[config.mk]
export PLATFORM = sky130hd
export DESIGN_NAME = uart_rx_framed
export DESIGN_NICKNAME = d
export VERILOG_FILES = /design/src/rtl/uart_pkg.sv /design/src/rtl/uart_rx_sync.sv /design/src/rtl/uart_rx_framed.sv
export SDC_FILE = /design/constraint.sdc
export NUM_CORES = 1
export LEC_CHECK = 0
export ABC_CLOCK_PERIOD_IN_PS = 2150
export CORE_MARGIN = 2
export CORE_UTILIZATION = 47
export DETAILED_ROUTE_END_ITERATION = 10
export GPL_TIMING_DRIVEN = 0
export PLACE_DENSITY = 0.67
export SLEW_MARGIN = 5
export SYNTH_ARGS = -nofsm -noshare
export SYNTH_HDL_FRONTEND = slang
export SYNTH_SLANG_ARGS = --single-unit
[constraint.sdc]
create_clock -name i_clk -period 2.15 [get_ports i_clk]
set_clock_uncertainty 0.05 [all_clocks]
set_input_delay 0.43 -clock i_clk [delete_from_list [all_inputs] [get_ports i_clk]]
set_output_delay 0.43 -clock i_clk [all_outputs]
set_load 0.1 [all_outputs]
[src/rtl/uart_pkg.sv]
// Shared types and constants for the framed UART receiver.
// Latency: n/a (types only).
// Backpressure: n/a.
//
// Contents:
//   UART_MIN_TICKS   smallest legal oversampling ratio
//   uart_rx_state_t  one-hot receiver state; PARITY is always present in the
//                    encoding so that every build shares the same state type
//   maj3             three-input majority vote
package uart_pkg;

    localparam int UART_MIN_TICKS = 8;

    typedef enum logic [5:0] {
        ST_IDLE   = 6'b000001,
        ST_START  = 6'b000010,
        ST_DATA   = 6'b000100,
        ST_PARITY = 6'b001000,
        ST_STOP   = 6'b010000,
        ST_DONE   = 6'b100000
    } uart_rx_state_t;

    function automatic logic maj3(input logic a, input logic b, input logic c);
        return (a & b) | (a & c) | (b & c);
    endfunction

endpackage

[src/rtl/uart_rx_sync.sv]
// RX pin synchroniser (two flops, reset to idle-high) plus falling-edge detect.
// Latency: 2 cycles pin-to-o_rx_s; o_fall is asserted in the first cycle o_rx_s is 0.
// Backpressure: none.
//
// Ports:
//   i_clk, reset  clock and synchronous active-high reset
//   i_rx          asynchronous serial line
//   o_rx_s        synchronised line level
//   o_fall        one-cycle pulse on a synchronised high-to-low transition
module uart_rx_sync
    import uart_pkg::*;
(
    input  logic i_clk,
    input  logic reset,
    input  logic i_rx,
    output logic o_rx_s,
    output logic o_fall
);

    logic       r_s1;
    logic       r_s2;
    logic       r_prev;
    // Fills with ones after reset. Until r_prev holds a real line sample the
    // reset value of 1 would make a line that is already low look like an edge.
    logic [2:0] r_fill;

    always_ff @(posedge i_clk) begin
        if (reset) begin
            r_s1   <= 1'b1;
            r_s2   <= 1'b1;
            r_prev <= 1'b1;
            r_fill <= '0;
        end else begin
            r_s1   <= i_rx;
            r_s2   <= r_s1;
            r_prev <= r_s2;
            r_fill <= {r_fill[1:0], 1'b1};
        end
    end

    assign o_rx_s = r_s2;
    assign o_fall = r_fill[2] & r_prev & ~r_s2;

endmodule

[src/rtl/uart_rx_framed.sv]
// Framed UART receiver: configurable data width, 1/2 stop bits, optional parity, 3-sample vote.
// Latency: o_valid at S + (NB-1)*TICKS_PER_BIT + MID + 2, S = first START cycle (pin + 3).
// Backpressure: none; o_valid is a one-cycle strobe and the consumer must take it.
//
// Build option: define UART_RX_PARITY_EN to expect a parity bit after the data bits.
//
// Ports:
//   i_clk, reset   clock and synchronous active-high reset
//   i_enable       permits a new frame to start (looked at only while idle)
//   i_rx           asynchronous serial line, idles high
//   o_rxdata       last received word, LSB first on the line, held between strobes
//   o_valid        one-cycle strobe qualifying o_rxdata and the error flags
//   o_busy         high whenever the receiver is not idle
//   o_frame_err    a stop bit was sampled low
//   o_parity_err   parity mismatch (constant 0 without UART_RX_PARITY_EN)
//   o_break        every bit after the start bit was sampled low
module uart_rx_framed
    import uart_pkg::*;
#(
    parameter int TICKS_PER_BIT = 32,
    parameter int DATA_BITS     = 8,
    parameter int STOP_BITS     = 1,
    parameter int PARITY_ODD    = 0
) (
    input  logic                 i_clk,
    input  logic                 reset,
    input  logic                 i_enable,
    input  logic                 i_rx,
    output logic [DATA_BITS-1:0] o_rxdata,
    output logic                 o_valid,
    output logic                 o_busy,
    output logic                 o_frame_err,
    output logic                 o_parity_err,
    output logic                 o_break
);

    localparam int CW  = $clog2(TICKS_PER_BIT);
    localparam int MID = (TICKS_PER_BIT - 1) / 2;

    localparam logic [CW-1:0] C_LAST = CW'(TICKS_PER_BIT - 1);
    localparam logic [CW-1:0] C_SA   = CW'(MID - 1);
    localparam logic [CW-1:0] C_SB   = CW'(MID);
    localparam logic [CW-1:0] C_DEC  = CW'(MID + 1);
    localparam logic [3:0]    C_DLST = 4'(DATA_BITS - 1);
    localparam logic          C_SLST = 1'(STOP_BITS - 1);

    if (TICKS_PER_BIT < UART_MIN_TICKS) begin : g_bad_ticks
        $error("uart_rx_framed: TICKS_PER_BIT below UART_MIN_TICKS");
    end
    if (DATA_BITS < 5 || DATA_BITS > 9) begin : g_bad_data
        $error("uart_rx_framed: DATA_BITS must be 5..9");
    end
    if (STOP_BITS < 1 || STOP_BITS > 2) begin : g_bad_stop
        $error("uart_rx_framed: STOP_BITS must be 1 or 2");
    end
    if (PARITY_ODD < 0 || PARITY_ODD > 1) begin : g_bad_par
        $error("uart_rx_framed: PARITY_ODD must be 0 or 1");
    end

    uart_rx_state_t       r_state;
    uart_rx_state_t       w_next;
    logic [CW-1:0]        r_cnt;
    logic [3:0]           r_idx;
    logic                 r_stop_idx;
    logic                 r_samp_a;
    logic                 r_samp_b;
    logic [DATA_BITS-1:0] r_shift;
    logic                 r_any_one;
    logic                 r_ferr;
    logic [DATA_BITS-1:0] r_rxdata;
    logic                 r_valid;
    logic                 r_busy;
    logic                 r_frame_err;
    logic                 r_break;
    logic                 w_rx_s;
    logic                 w_fall;
    logic                 w_wrap;
    logic                 w_dec;
    logic                 w_vote;

    uart_rx_sync u_sync (
        .i_clk  (i_clk),
        .reset  (reset),
        .i_rx   (i_rx),
        .o_rx_s (w_rx_s),
        .o_fall (w_fall)
    );

    assign w_wrap = (r_cnt == C_LAST);
    assign w_dec  = (r_cnt == C_DEC);
    // Two earlier samples are registered; the third is the live synchronised
    // value, so the bit is decided in the same cycle as the last sample.
    assign w_vote = maj3(r_samp_a, r_samp_b, w_rx_s);

    always_ff @(posedge i_clk) begin
        if (reset) begin
            r_state <= ST_IDLE;
        end else begin
            r_state <= w_next;
        end
    end

    always_comb begin
        w_next = r_state;
        unique case (r_state)
            ST_IDLE: begin
                if (i_enable && w_fall) begin
                    w_next = ST_START;
                end
            end
            ST_START: begin
                // A start bit that votes high was only a glitch.
                if (w_dec && w_vote) begin
                    w_next = ST_IDLE;
                end else if (w_wrap) begin
                    w_next = ST_DATA;
                end
            end
            ST_DATA: begin
                if (w_wrap && (r_idx == C_DLST)) begin
`ifdef UART_RX_PARITY_EN
                    w_next = ST_PARITY;
`else
                    w_next = ST_STOP;
`endif
                end
            end
            ST_PARITY: begin
                if (w_wrap) begin
                    w_next = ST_STOP;
                end
            end
            ST_STOP: begin
                // Leave at the last stop decision so the remainder of the stop
                // bit is spent idle and a back-to-back start edge is caught.
                if (w_dec && (r_stop_idx == C_SLST)) begin
                    w_next = ST_DONE;
                end
            end
            ST_DONE: begin
                w_next = ST_IDLE;
            end
            default: begin
                w_next = ST_IDLE;
            end
        endcase
    end

`ifdef UART_RX_PARITY_EN
    logic r_par;
    logic r_parity_err;

    always_ff @(posedge i_clk) begin
        if (reset) begin
            r_par        <= 1'b0;
            r_parity_err <= 1'b0;
        end else begin
            r_parity_err <= 1'b0;
            if (r_state == ST_IDLE) begin
                r_par <= 1'b0;
            end else if (w_dec && (r_state == ST_DATA || r_state == ST_PARITY)) begin
                r_par <= r_par ^ w_vote;
            end
            if (w_next == ST_DONE) begin
                r_parity_err <= r_par ^ 1'(PARITY_ODD);
            end
        end
    end

    assign o_parity_err = r_parity_err;
`else
    assign o_parity_err = 1'b0;
`endif

    always_ff @(posedge i_clk) begin
        if (reset) begin
            r_cnt       <= '0;
            r_idx       <= '0;
            r_stop_idx  <= 1'b0;
            r_samp_a    <= 1'b1;
            r_samp_b    <= 1'b1;
            r_shift     <= '0;
            r_any_one   <= 1'b0;
            r_ferr      <= 1'b0;
            r_rxdata    <= '0;
            r_valid     <= 1'b0;
            r_busy      <= 1'b0;
            r_frame_err <= 1'b0;
            r_break     <= 1'b0;
        end else begin
            r_valid     <= 1'b0;
            r_frame_err <= 1'b0;
            r_break     <= 1'b0;
            r_busy      <= (w_next != ST_IDLE);

            if (r_state == ST_IDLE) begin
                r_cnt      <= '0;
                r_idx      <= '0;
                r_stop_idx <= 1'b0;
                r_any_one  <= 1'b0;
                r_ferr     <= 1'b0;
            end else begin
                r_cnt <= w_wrap ? '0 : r_cnt + 1'b1;
                if (r_cnt == C_SA) begin
                    r_samp_a <= w_rx_s;
                end
                if (r_cnt == C_SB) begin
                    r_samp_b <= w_rx_s;
                end
                if (w_dec) begin
                    if (r_state == ST_DATA) begin
                        r_shift <= {w_vote, r_shift[DATA_BITS-1:1]};
                    end
                    // Any 1 after the start bit rules out a break.
                    if (r_state == ST_DATA || r_state == ST_PARITY || r_state == ST_STOP) begin
                        r_any_one <= r_any_one | w_vote;
                    end
                    if (r_state == ST_STOP && !w_vote) begin
                        r_ferr <= 1'b1;
                    end
                end
                if (w_wrap) begin
                    if (r_state == ST_DATA) begin
                        r_idx <= r_idx + 4'd1;
                    end
                    if (r_state == ST_STOP) begin
                        r_stop_idx <= r_stop_idx + 1'b1;
                    end
                end
            end

            // The final stop vote is combinational here, so fold it in directly.
            if (w_next == ST_DONE) begin
                r_valid     <= 1'b1;
                r_rxdata    <= r_shift;
                r_frame_err <= r_ferr | ~w_vote;
                r_break     <= ~(r_any_one | w_vote);
            end
        end
    end

    assign o_rxdata    = r_rxdata;
    assign o_valid     = r_valid;
    assign o_busy      = r_busy;
    assign o_frame_err = r_frame_err;
    assign o_break     = r_break;

endmodule

# --- After elaboration in Yosys (flattened, before gate mapping) ---
# Cells that the tools add are included.
classes:
  n_addsub: 3
  n_bitwise: 15
  n_mux: 9
  n_reduce_logical: 18
  n_eq_ne: 12
ops:
  columns: ["cell", "count"]
  rows:
  - ["$mux W6", 6]
  - ["$pmux W6 S5", 1]
  - ["$reduce_and A2 Y1", 6]
  - ["$eq A5 B4 Y1 const B", 2]
  - ["$eq A5 B5 Y1 const B", 2]
  - ["$eq A6 B1 Y1 const B", 1]
  - ["$eq A6 B2 Y1 const B", 1]
  - ["$eq A6 B3 Y1 const B", 1]
  - ["$eq A6 B4 Y1 const B", 1]
  - ["$eq A6 B5 Y1 const B", 1]
  - ["$eq A6 B6 Y1 const B", 1]
  - ["$ne A6 B1 Y1 const B", 1]
  - ["$not A1 Y1", 6]
  - ["$add A5 B1 Y5 const B", 1]
  - ["$and A1 B1 Y1", 5]
  - ["$logic_and A1 B1 Y1", 5]
  - ["$add A4 B1 Y4 const B", 1]
  - ["$eq A4 B3 Y1 const B", 1]
  - ["$or A1 B1 Y1", 4]
  - ["$reduce_or A2 Y1", 2]
  - ["$reduce_and A3 Y1", 1]
  - ["$reduce_or A3 Y1", 1]
  - ["$logic_or A1 B1 Y1", 2]
  - ["$mux W1", 2]
  - ["other kinds (2)", 2]
word_totals:
  input_bits: 4
  word_cells: 76
  reg_bits: 46
  output_inout_bits: 13

# --- Logic depth before layout (Yosys ltp) ---
# Gate-level depths: netlist of run 1.
depth:
  ltp_word: 9
  depth_mapped: 7
  depth_no_buf: 6

# --- Cells and area by module ---
# From an unflattened synthesis of run 1, not the netlist that was laid out.
hier_totals:
  cells_unflattened: 191
  area_unflattened_um2: 1819.2
modules_own_cells:
  columns: ["module", "area_per_inst_um2", "instances", "seq_area_each_um2", "cells_per_inst"]
  rows:
  - ["uart_rx_framed", 1655.3, 1, 800.8, 178]
  - ["uart_rx_sync", 163.9, 1, 120.1, 13]

# --- Worst setup path after synthesis of run 1 ---
# No wires, ideal clock.
synth_path:
  path_type: "reg2reg"
  start: "reg r_cnt[1]"
  end: "reg r_idx[1]"
  period_less_slack_ns: 1.621
  t_arrival_ns: 1.452
  setup_slack_ns: 0.529
  setup_time_ns: 0.120
  required_time_ns: 1.980
  stages_incl_launch_ff: 8
  n_path_buf: 1
  cell_sequence: "dfxtp_1 > ha_1 > and3_1 > ha_1 > clkbuf_1 > nand3_1 > mux2i_1 > nor2_1"
synth_between:
  elab_chain_cells: 2
synth_rtl:
  columns: ["element", "line_no", "source"]
  rows:
  - ["start, declared", "uart_rx_framed.sv:62", "logic [CW-1:0] r_cnt;"]
  - ["start signal, assigned", "uart_rx_framed.sv:203", "r_cnt <= w_wrap ? '0 : r_cnt + 1'b1;"]
  - ["$eq A5 B5 Y1", "uart_rx_framed.sv:89", "assign w_wrap = (r_cnt == C_LAST);"]
  - ["$reduce_and A2 Y1 (no line)", null, null]
  - ["end signal, assigned", "uart_rx_framed.sv:224", "r_idx <= r_idx + 4'd1;"]
  - ["end, declared", "uart_rx_framed.sv:63", "logic [3:0] r_idx;"]
# No other way between the ends.
# A chain may end at the register's enable or synchronous reset.

# --- Worst setup path in the final report of run 1 ---
layout_path:
  start: "reg r_rxdata[1], in the netlist o_rxdata[1]"
  end: "out o_rxdata[1]"
layout_lines:
  columns: ["element", "line_no", "source"]
  rows:
  - ["start, declared", "uart_rx_framed.sv:70", "logic [DATA_BITS-1:0] r_rxdata;"]
  - ["start signal, assigned", "uart_rx_framed.sv:235", "r_rxdata <= r_shift;"]
  - ["end, declared", "uart_rx_framed.sv:29", "output logic [DATA_BITS-1:0] o_rxdata,"]
# No word-level cell between the ends.

==> flow_metrics.env, run 1 <==
export IMPL_postCtsHoldBufs=0
export IMPL_dieHeight_um=66.6
export IMPL_first_iter_violations=51
export IMPL_ys_warn_count=0
export IMPL_period_share_pct=91.7
export IMPL_critPathKind="reg2out"
export IMPL_path_depth=1
export IMPL_cts_buffers=5
export IMPL_async_flop_share_pct=0
export IMPL_fin_area_um2=2150
export IMPL_multi_input_area_um2=873
export IMPL_fmax_mhz=507
export IMPL_maxSlewViolCount=0
export IMPL_drv_cap=0
export IMPL_placed_cell_area_um2=2050
export IMPL_synth_seq_cells=46
export IMPL_path_clk_slew_ns=0.09
export IMPL_synth_common_cells="dfxtp_1, nor2_1, mux2i_1"
export IMPL_combPwrFrac_pct=2.4
export IMPL_slowest_stage="dlygate4sd2_1"
export IMPL_routed_wl_um=3420
export IMPL_synth_edf_count=0
export IMPL_cts_sinks=46
export IMPL_synth_top_cells_by_area="dfxtp_1, mux2i_1, nor2_1"
export IMPL_start_kind="flip-flop"
export IMPL_final_setup_tns_ns=0
export IMPL_route_detailed_drc=0
export IMPL_fill_cells=336
export IMPL_cts_tree="yes"
export IMPL_cts_path_max_buffers=2
export IMPL_die_x_um=66.6
export IMPL_p_seq_share_pct=56.3
export IMPL_timing_rr_end="r_idx[1]$_SDFFE_PP0P_"
export IMPL_synth_top_area_cell="dfxtp_1"
export IMPL_synth_cell_types=44
export IMPL_clock_latency_ns=0.30
export IMPL_layoutNonFillerInstCount=251
export IMPL_r2r_start="r_cnt[1]$_SDFF_PP0_"
export IMPL_die_area_um2=4430
export IMPL_status="complete, no violations"
export IMPL_post_route_util_pct=57.7
export IMPL_htreeDepth=2
export IMPL_dp_hpwl_um=2430
export IMPL_ir_drop_mv=0.484
export IMPL_fin_ws_ns=0.179
export IMPL_p_int_uw=1220
export IMPL_p_sw_uw=310
export IMPL_path_cells="dlygate4sd2_1"
export IMPL_routabilityCongestion=0.787
export IMPL_crit_buf_inv=1
export IMPL_slew_headroom_pct=36.0
export IMPL_hp_class="reg2reg"
export IMPL_yosysSeqAreaShare_pct=50.0
export IMPL_end_kind="output port"
export IMPL_drtPass1Iterations=4
export IMPL_drive_above_1_share_pct=10.3
export IMPL_rsz0062_at_grt="false"
export IMPL_hold_start="u_sync.r_s1$_SDFF_PP1_"
export IMPL_netlist_area_um2=1840
export IMPL_pre_cts_ws_ns=0.0782
export IMPL_num_vias=1320
export IMPL_p_leak_uw=0.000949
export IMPL_setup_viol=0
export IMPL_powerDensity_nw_per_um2=711
export IMPL_grt_pass1_wl_um=5750
export IMPL_max_stage_delay_ns=0.86
export IMPL_period_minus_slack_ns=1.97
export IMPL_syn_to_final_growth_pct=16.6
export IMPL_r2r_worst_path_cells=7
export IMPL_p_sw_share_pct=20.3
export IMPL_grt_max_degree=15
export IMPL_avgSynthCellArea_um2=10.2
export IMPL_dpl_cell_count=243
export IMPL_worstPathMaxFanout=2
export IMPL_cts_setup_buffers=0
export IMPL_syn_inst=180
export IMPL_synth_top_area_share_pct=50.0
export IMPL_syn_nets=190
export IMPL_worst_pin_slew_ns=0.964
export IMPL_grt_busiest_layer="met2"
export IMPL_critPathTopFamily="buffers and inverters"
export IMPL_use_met3_pct=6.59
export IMPL_vias_per_cell=5.26
export IMPL_nNetsFinal=212
export IMPL_antennaDiodeCount=0
export IMPL_antenna_left=0
export IMPL_portBuffers=15
export IMPL_yosysMostFrequentCell="dfxtp_1"
export IMPL_core_area_um2=3720
export IMPL_clockPowerShare_pct=41.3
export IMPL_grtUsageTotal_pct=17.6
export IMPL_use_met1_pct=20.8
export IMPL_cts_resized_gates=12
export IMPL_met2_usage_pct=27.8
export IMPL_start_util_pct=49.5
export IMPL_cts_root_buf="clkbuf_8"
export IMPL_num_io_pins=17
export IMPL_crit_required_ns=1.67
export IMPL_worst_r2r_setup_slack_ns=0.26
export IMPL_critPathLaunch="o_rxdata[1]$_SDFFE_PP0N_"
export IMPL_gr_total_overflow=0
export IMPL_wl_per_cell_um=13.6
export IMPL_grt_pass1_vias=1313
export IMPL_cp_endpoint="o_rxdata[1]"
export IMPL_rows=22
export IMPL_seq_area_um2=921
export IMPL_antenna_found_initial=0
export IMPL_critPathArrivalTime_ns=1.49
export IMPL_ys_flop_type="dfxtp_1"
export IMPL_hold_viol=0
cell usage in the layout (no fill, tap or decap), drive strengths merged, types with 2 or more instances in the layout:
cell,instances
dfxtp,46
nor2,30
mux2i,18
dlygate4sd2,12
clkbuf,9
nand2,8
nor2b,6
ha,6
nand3,6
inv,5
xor2,5
nand4,4
a21oi,4
or2,4
nor4,4
and3,3
nand4b,3
clkdlybuf4s50,3
buf,3
a21boi,2
per-layer routing:
layer / vias to the layer above / routed length, um
met4: 0 / 82
met2: 33 / 1550
met5: - / 0
met3: 10 / 172
li1: 663 / -
met1: 614 / 1610
worst min path at each step:
stage,depth (start not counted),to,slack (ns)
floorplan,1,u_sync.o_rx_s$_SDFF_PP1_,0.34
global placement,1,u_sync.o_rx_s$_SDFF_PP1_,0.35
detailed placement,1,u_sync.o_rx_s$_SDFF_PP1_,0.36
CTS,1,u_sync.o_rx_s$_SDFF_PP1_,0.38
global route,1,u_sync.o_rx_s$_SDFF_PP1_,0.40
finish,1,u_sync.o_rx_s$_SDFF_PP1_,0.37
power by group through the flow:
stage	combinational (uW)	clock [uW]	sequential, uW
after floorplan	24.3	0	880
after global placement	36.8	0	879
after detailed placement	37.0	0	879
after CTS	36.9	642	859
after global routing	40.8	684	860
final	37.1	630	859
cell families (layout without fill, tap and decap cells):
logic type	Yosys count	after routing	share of synthesized area (%)
flops	46	46	50.0
other cells	1	1	0.204
fa+ha+maj	7	7	4.62
simple gates	75	75	23.5
buf+inv	11	34	2.52
mux	18	18	9.79
compound gates	16	16	6.53
xor+xnor	6	6	2.86
layout make-up:
type                            count  area share [%]
Buffer                              6            1.28
Clock buffer                        6            3.38
Inverter                            5           0.875
Tap cell                           48            2.80
Clock inverter                      2            1.75
Timing Repair Buffer               15            6.30
Multi-Input combinational cell    123            40.7
Sequential cell                    46            42.9
sequential cells by signal, summed over array words and instances (netlist names):
| name | cells |
|---|---|
| r_shift | 8 |
| r_stop_idx | 1 |
| o_busy | 1 |
| u_sync.r_s1 | 1 |
| u_sync.r_fill | 3 |
| o_rxdata | 8 |
| o_break | 1 |
| r_samp_b | 1 |
| u_sync.o_rx_s | 1 |
| r_samp_a | 1 |
| o_valid | 1 |
| r_idx | 4 |
| r_ferr | 1 |
| r_state | 6 |
| r_cnt | 5 |
| r_any_one | 1 |
| u_sync.r_prev | 1 |
| o_frame_err | 1 |
metrics by stage:
stage | hold WS [ns] | total power (uW)
floorplan | 0.339 | 904
global placement | 0.346 | 916
detailed placement | 0.359 | 916
CTS | 0.379 | 1540
global route | 0.402 | 1580
finish | 0.373 | 1530
Power figures use the tool's default switching activity.
==> run 2, diff against run 1 <==
- CELL_PAD_IN_SITES_DETAIL_PLACEMENT: unset -> 0
- CELL_PAD_IN_SITES_GLOBAL_PLACEMENT: unset -> 1
- CORE_UTILIZATION: 47 -> 44
- PLACE_DENSITY: 0.67 -> unset
- PLACE_DENSITY_LB_ADDON: unset -> 0.1
==> flow_metrics.env, run 2 (synthesized netlist as in run 1, its figures left out) <==
export IMPL_grt_max_degree=16
export IMPL_clock_latency_ns=0.30
export IMPL_cts_path_max_buffers=2
export IMPL_slowest_stage="dlygate4sd2_1"
export IMPL_end_kind="output port"
export IMPL_worst_pin_slew_ns=0.955
export IMPL_max_stage_delay_ns=0.85
export IMPL_grtUsageTotal_pct=16.4
export IMPL_fmax_mhz=508
export IMPL_drtPass1Iterations=4
export IMPL_syn_to_final_growth_pct=15.6
export IMPL_maxSlewViolCount=0
export IMPL_htreeDepth=2
export IMPL_cts_tree="yes"
export IMPL_drt_met1_wl_um=1580
export IMPL_cts_root_buf="clkbuf_8"
export IMPL_dp_hpwl_um=2470
export IMPL_critPathArrivalTime_ns=1.49
export IMPL_start_kind="flip-flop"
export IMPL_p_leak_uw=0.000941
export IMPL_vias_per_cell=5.15
export IMPL_drive_above_1_share_pct=10.8
export IMPL_cts_setup_buffers=0
export IMPL_dpl_cell_count=245
export IMPL_die_x_um=68.7
export IMPL_cts_sinks=46
export IMPL_layoutNonFillerInstCount=253
export IMPL_finalPower_uw=1420
export IMPL_routabilityCongestion=0.751
export IMPL_worstPathMaxFanout=2
export IMPL_layout_common_cells="dfxtp_1, nor2_1, mux2i_1"
export IMPL_postCtsHoldBufs=0
export IMPL_status="complete, no violations"
export IMPL_crit_buf_inv=1
export IMPL_num_vias=1304
export IMPL_core_area_um2=4000
export IMPL_antenna_left=0
export IMPL_fill_cells=363
export IMPL_antennaDiodeCount=0
export IMPL_ir_drop_mv=0.481
export IMPL_critPathTopFamily="buffers and inverters"
export IMPL_die_area_um2=4720
export IMPL_path_cells="dlygate4sd2_1"
export IMPL_top_layer="met4"
export IMPL_drv_cap=0
export IMPL_antenna_found_initial=0
export IMPL_placed_cell_area_um2=2050
export IMPL_gr_total_overflow=0
export IMPL_hold_viol=0
export IMPL_first_iter_violations=56
export IMPL_period_share_pct=91.6
export IMPL_route_detailed_drc=0
export IMPL_mostFrequentLayoutCell="dfxtp_1"
export IMPL_met2_length_um=1520
export IMPL_rsz0062_at_grt="false"
export IMPL_powerDensity_nw_per_um2=669
export IMPL_fin_area_um2=2130
export IMPL_slew_headroom_pct=36.6
export IMPL_grt_pass1_vias=1256
export IMPL_rows=23
export IMPL_path_clk_slew_ns=0.09
export IMPL_crit_required_ns=1.67
export IMPL_wl_per_cell_um=13.2
export IMPL_cts_buffers=5
export IMPL_routed_wl_um=3330
export IMPL_period_minus_slack_ns=1.97
export IMPL_num_io_pins=17
export IMPL_met3_length_um=170
export IMPL_start_util_pct=46.0
export IMPL_final_setup_tns_ns=0
export IMPL_grt_pass1_wl_um=5640
export IMPL_dieHeight_um=68.7
export IMPL_critPathKind="reg2out"
export IMPL_hp_class="reg2reg"
export IMPL_nNetsFinal=212
export IMPL_portBuffers=15
export IMPL_setup_viol=0
==> run 2: cell types whose count changed in the layout (fill, tap and decap cells not counted), sizes merged <==
cell / before / now
bufinv: 1 / 0
clkinv: 0 / 2
clkbuf: 9 / 8
==> run 2: through the flow <==
stage | hold WS (ns) | utilization (%) | setup slack [ns]
final | 0.365 | 53.2 | 0.181
after global routing | 0.370 | 53.2 | 0.0769
after CTS | 0.365 | 53.2 | 0.170
after detailed placement | 0.344 | 51.3 | 0.0910
after global placement | 0.345 | 51.3 | 0.111
after floorplan | 0.339 | - | 0.529
==> run 2: timing repair <==
action / CTS / global route
resized for setup: 12 / 0
endpoints found under the setup margin: 12 / 0
endpoints found under the hold margin: 0 / 0
==> run 2: path summary, 6_finish.rpt <==
| check | startpoint | to | slack (ns) | cells after the start |
|---|---|---|---|---|
| max | o_rxdata[5]$_SDFFE_PP0N_ | o_rxdata[5] | 0.18 | 1 |
| min | u_sync.r_s1$_SDFF_PP1_ | u_sync.o_rx_s$_SDFF_PP1_ | 0.36 | 1 |
| max reg2reg | r_cnt[1]$_SDFF_PP0_ | r_idx[0]$_SDFFE_PP0P_ | 0.27 | 7 |
| min reg2reg | u_sync.r_s1$_SDFF_PP1_ | u_sync.o_rx_s$_SDFF_PP1_ | 0.36 | 1 |
==> run 2: layer usage <==
metal / vias up / global-route usage [%]
li1: 662 / -
met1: 601 / 21.7
met2: 32 / 25.2
met3: 9 / 3.90
met4: 0 / 7.50
met5: - / 0
==> run 2: cell type report <==
type	instances	area (um2)	share of cell area (%)
Buffer	6	27.5	1.29
Clock buffer	5	68.8	3.23
Clock inverter	3	21.3	0.999
Inverter	5	18.8	0.882
Multi-Input combinational cell	123	873	41.0
Sequential cell	46	921	43.3
Tap cell	50	62.6	2.94
Timing Repair Buffer	15	135	6.35
==> run 2: where the power goes <==
group | internal [uW] | switching (uW)
clock | 229 | 300
sequential | 857 | 2.32
combinational | 12.5 | 24.6
